===== src/rtl/seq_multiplier_32bit_pkg.sv =====
// Shared definitions for the sequential 32x32 multiplier: FSM state encoding
// and the index of the final shift-and-add iteration.
package seq_multiplier_32bit_pkg;

    localparam logic [4:0] ITER_LAST = 5'd31;

    typedef enum logic [1:0] {
        S_IDLE = 2'd0,
        S_RUN  = 2'd1,
        S_DONE = 2'd2
    } state_t;

endpackage


===== src/rtl/full_adder_32bit.sv =====
// 32-bit ripple-carry adder built from a chain of one-bit full adders.
// The final carry is not exported; consumers derive it from the operand and sum MSBs.
module full_adder_32bit (
    input  logic [31:0] i_a,
    input  logic [31:0] i_b,
    input  logic        i_cin,
    output logic [31:0] o_sum
);

    logic [31:0] w_carry;

    assign w_carry[0] = i_cin;

    for (genvar i = 0; i < 32; i++) begin : g_bit
        assign o_sum[i] = i_a[i] ^ i_b[i] ^ w_carry[i];
        if (i < 31) begin : g_carry
            assign w_carry[i+1] = (i_a[i] & i_b[i]) | ((i_a[i] ^ i_b[i]) & w_carry[i]);
        end
    end

endmodule


===== src/rtl/seq_multiplier_32bit.sv =====
// Unsigned 32x32->64 shift-and-add multiplier: one ripple-adder pass per clock,
// 32 iterations per product, launched and collected with a start/busy/done handshake.
module seq_multiplier_32bit
    import seq_multiplier_32bit_pkg::*;
#(
    parameter int WIDTH = 32
) (
    input  logic               clk,
    input  logic               rst_n,
    input  logic               i_start,
    input  logic [WIDTH-1:0]   i_multiplicand,
    input  logic [WIDTH-1:0]   i_multiplier,
    output logic               o_busy,
    output logic               o_done,
    output logic [2*WIDTH-1:0] o_product
);

    state_t           r_state;
    state_t           w_stateNext;
    logic [WIDTH-1:0] r_m;
    logic [WIDTH-1:0] r_pHi;
    logic [WIDTH-1:0] r_pLo;
    logic [4:0]       r_count;
    logic [WIDTH-1:0] w_addB;
    logic [WIDTH-1:0] w_sum;
    logic             w_carryOut;

    assign w_addB = r_pLo[0] ? r_m : '0;

    full_adder_32bit u_adder (
        .i_a   (r_pHi),
        .i_b   (w_addB),
        .i_cin (1'b0),
        .o_sum (w_sum)
    );

    // The adder hides its carry, so recover it from the MSBs of the operands and sum.
    assign w_carryOut = (r_pHi[WIDTH-1] & w_addB[WIDTH-1])
                      | ((r_pHi[WIDTH-1] ^ w_addB[WIDTH-1]) & ~w_sum[WIDTH-1]);

    always_ff @(posedge clk or negedge rst_n) begin
        if (!rst_n) begin
            r_state <= S_IDLE;
        end else begin
            r_state <= w_stateNext;
        end
    end

    always_comb begin
        w_stateNext = r_state;
        case (r_state)
            S_IDLE:  if (i_start) w_stateNext = S_RUN;
            S_RUN:   if (r_count == ITER_LAST) w_stateNext = S_DONE;
            S_DONE:  w_stateNext = S_IDLE;
            default: w_stateNext = S_IDLE;
        endcase
    end

    always_ff @(posedge clk or negedge rst_n) begin
        if (!rst_n) begin
            r_m     <= '0;
            r_pHi   <= '0;
            r_pLo   <= '0;
            r_count <= '0;
        end else begin
            case (r_state)
                S_IDLE: begin
                    if (i_start) begin
                        r_m     <= i_multiplicand;
                        r_pHi   <= '0;
                        r_pLo   <= i_multiplier;
                        r_count <= '0;
                    end
                end
                S_RUN: begin
                    // Shift the 65-bit {carry, sum, P_lo} right by one into {P_hi, P_lo}.
                    r_pHi   <= {w_carryOut, w_sum[WIDTH-1:1]};
                    r_pLo   <= {w_sum[0], r_pLo[WIDTH-1:1]};
                    r_count <= r_count + 5'd1;
                end
                default: ;
            endcase
        end
    end

    assign o_busy    = (r_state == S_RUN);
    assign o_done    = (r_state == S_DONE);
    assign o_product = {r_pHi, r_pLo};

endmodule


===== config.mk =====
export PLATFORM = sky130hd
export DESIGN_NAME = seq_multiplier_32bit
export DESIGN_NICKNAME = d
export VERILOG_FILES = /design/src/rtl/seq_multiplier_32bit_pkg.sv /design/src/rtl/full_adder_32bit.sv /design/src/rtl/seq_multiplier_32bit.sv
export SDC_FILE = /design/constraint.sdc
export NUM_CORES = 1
export LEC_CHECK = 0
export ABC_CLOCK_PERIOD_IN_PS = 28100
export CAP_MARGIN = 15
export CORE_MARGIN = 3
export CORE_UTILIZATION = 30
export CTS_CLUSTER_DIAMETER = 120
export DETAILED_ROUTE_END_ITERATION = 6
export GPL_TIMING_DRIVEN = 1
export MAX_ROUTING_LAYER = met4
export PLACE_DENSITY_LB_ADDON = 0.05
export SLEW_MARGIN = 20
export SYNTH_ARGS = -nofsm -noshare
export SYNTH_HDL_FRONTEND = slang
export SYNTH_HIERARCHICAL = 1
export SYNTH_SLANG_ARGS = --single-unit

===== constraint.sdc =====
create_clock -name clk -period 28.1 [get_ports clk]
set_clock_uncertainty 0.15 [all_clocks]
set_input_delay 8.43 -clock clk [delete_from_list [all_inputs] [get_ports clk]]
set_output_delay 8.43 -clock clk [all_outputs]
set_load 0.05 [all_outputs]

==> results.md <==
- Post-synthesis compound-gate area fraction: 14.76%
- Number of synthesized register bits: between 100 and 150
- Relative slew slack: a little over two fifths
- Root Buffer: clkbuf_16
- Fill cells: ~1500
- Routability cong.: approximately 0.74
- Final ANT Viol Nets: 0
- Initial Util: a little under a third
- Worst hold margin: approximately 0.33 ns
- Placement Setup Slack: 14.61 ns
- Number of setup buffers added after CTS: 0
- Nets: 619
- Clock tree sinks: slightly above 100
- Worst hold path class: flip-flop to flip-flop
- P_int: about 0.53 mW
- Vias in the first global route: 3659
- Worst Tran Pin Value: roughly 0.86 ns
- Delay-heaviest family, CP: adder cells
- Yosys cell types: 29
- Most used cell, CP: fa_1
- Initial antenna violation count: 0
- Final worst path period share: a little under half
- Power per cell area: 139.0 nW/um2
- Area of the mapped netlist: 5020 um2
- Switching fraction of total power: around 44%
- TritonCTS buffer count: 9
- Setup violators final: 0
- CTS max path bufs: 2
- Die width: 135.4 um
- Share of cells above drive strength 1: between 10 and 15%
- Peak VDD IR: 0.05798 mV
- Top FF cell, synth: dfrtp_1
- CP max stage cell: fa_1
- Final Instance Area: 6827 um2
- CP startpoint kind: flip-flop
- Leakage power: between 2 and 3 nW
- WP buf/inv: 4
- Mux share of post-synthesis cell area: under 10%
- Area delta synth->final: 35.99%
- CP arrival: 13.55 ns
- Reg power frac: a little under a third
- Commonest cells in the netlist: 103 x dfrtp_1, 33 x and2_1, 33 x o21ai_0
- Final cell count without fillers: 738
- Final Hold Fails: 0
- Mapped Nets: around 500
- Largest area contributor in the netlist: dfrtp_1
- Slowest cell delay on critical path: approximately 0.4 ns
- Number of synthesized flops with an enable pin: 0
- Fraction of registers with async set/reset: between 90% and 100%
- Die Ht: between 100 and 150 um
- Core area: about 16000 um2
- FMAX: 74.25 MHz
- Worst R2R Setup Slack: between 10 and 15 ns
- Post-synthesis sequential area ratio: between 50 and 60%
- CTS resizes: 0
- Post-Synth XOR/XNOR Area: less than 1%
- Vias: 3470
- # H-tree levels: 3
- Main combinational cell family by area after synthesis: compound AO/OA/AOI/OAI gates
- Vias per std cell: 4.702
- Cell row count: 46
- DRC viols: 0
- Boundary pin count: between 100 and 150
- Min Clock Period, post-route: between 10 and 15 ns
- Max cap viols: 0
- Worst Path Required: 28.18 ns
- Die footprint: about 18000 um2
- Largest net degree at the start of global routing: 62
- Warnings from Yosys: 6
- CTS Hold Bufs: 0
- Final Max Tran Viols: 0
- Post-placement cell area: roughly 6500 um2
- Simple logic cell fraction of the synthesized area: 8.524%
- Worst skew pair latency: ~0.34 ns
- Clock-pin slew on the worst setup and hold paths: 0.07 ns
- Clock share of power: 14.3%
- DR WL/cell: between 15 and 20 um
- First-pass DRT Iterations: 4
- Ant. Diodes: 0
- Comb power frac: a little under three fifths
- Final core occ: a little over two fifths
- CTS tree: yes
- Setup WS post-layout: about 15 ns
- DP HPWL: 8.038 mm
- Post-Synthesis Cells: 397
- RSZ-0062 raised after global routing: no
- Pwr Total: 0.9487 mW
- First-pass GRT wire length: roughly 20 mm
- Crit path max fanout: 35
- Synth Area in Adders: between 10% and 20%
- Grt ovf: 0
- Port Buffers: approximately 130
- Area contributors post-synth: dfrtp_1 51%, fa_1 12%, mux2_2 6.3%, a22o_1 5.6%, a22oi_1 4.5%
- Setup TNS: 0 ns
- Status: finished clean
- Worst Setup End Kind: flip-flop
- Crit Path Category: flip-flop to flip-flop
- Initial drt markers: roughly 120
- Share of the synthesized area in the top cell type: between 50% and 60%
- Inst Count DP: about 720
- WL final: approximately 12 mm
- Mean post-synth cell area: about 13 um2
- GRT Overall Usage: 14.13%
- Switching pwr: between 0.4 and 0.5 mW
- Top-count cell post-synth: dfrtp_1
==> sequential cells by signal, summed over array words and instances, names as in the netlist <==
name     flops
r_count      5
r_m         32
r_pHi       32
r_state      2
r_pLo       32
==> layout make-up <==
cell class	count	area (um2)	area share, %
Clock buffer	10	239.0	3.501
Tap cell	216	270.3	3.959
Timing Repair Buffer	139	1371	20.09
Multi-Input combinational cell	257	2256	33.05
Sequential cell	103	2577	37.76
Clock inverter	5	82.58	1.210
Inverter	8	30.03	0.4399
==> worst reg2reg max path, delay by kind of cell, from the launching register on <==
kind,cells,cell delay [ns]
AND/OR/NAND/NOR,1,0.17
XOR/XNOR,1,0.20
flip-flops,1,0.36
buffers and inverters,4,0.39
adder cells (fa/ha/maj),31,11.92
AO/OA/AOI/OAI,2,0.19
==> routing by layer <==
layer	track usage, %	wire length (um)
met5	-	0
met4	3.024	110
met3	4.346	771
met2	20.30	5453
met1	19.85	5651
==> path summary, 6_finish.rpt <==
kind	startpoint	endpoint	cells past startpoint
worst max-delay path	r_pLo[0]	r_pHi[31]	39
worst min-delay path	r_m[2]	r_m[2]	1
worst max register to register	r_pLo[0]	r_pHi[31]	39
worst min register to register	r_m[2]	r_m[2]	1
max in group asynchronous	rst_n	r_m[28]	2
min in group asynchronous	rst_n	r_pHi[3]	1
==> cells by family (layout without fill, tap and decap cells) <==
kind of cell             count (synthesis)  in the layout
flip-flops                             103            103
other                                    1              1
buffers and inverters                   37            162
multiplexers                            35             35
adder cells (fa/ha/maj)                 34             34
AND/OR/NAND/NOR                         78             78
XOR/XNOR                                 1              1
AO/OA/AOI/OAI                          108            108
==> layout by cell type, fill, tap and decap left out, drive strengths merged <==
master | synthesis | layout
ha | 3 | 3
nand2b | 2 | 2
clkinvlp | 0 | 3
and3b | 1 | 1
a22o | 32 | 32
inv | 8 | 8
o21ai | 35 | 35
xor3 | 1 | 1
o21bai | 2 | 2
a22oi | 30 | 30
nor3b | 1 | 1
mux2i | 3 | 3
clkbuf | 11 | 10
mux2 | 32 | 32
bufinv | 0 | 2
clkdlybuf4s50 | 0 | 131
a21oi | 9 | 9
nor2b | 9 | 9
and3 | 1 | 1
nand2 | 30 | 30
conb | 1 | 1
dfrtp | 103 | 103
nand4 | 1 | 1
fa | 31 | 31
buf | 18 | 8
and2 | 33 | 33
==> power groups by stage <==
stage | clock [mW] | combinational, mW | sequential, mW
floorplan | 0 | 0.230 | 0.429
global placement | 0 | 0.531 | 0.292
detailed placement | 0 | 0.534 | 0.289
CTS | 0.141 | 0.536 | 0.289
global route | 0.148 | 0.573 | 0.301
finish | 0.136 | 0.527 | 0.287
(Power assumes the default switching activity.)
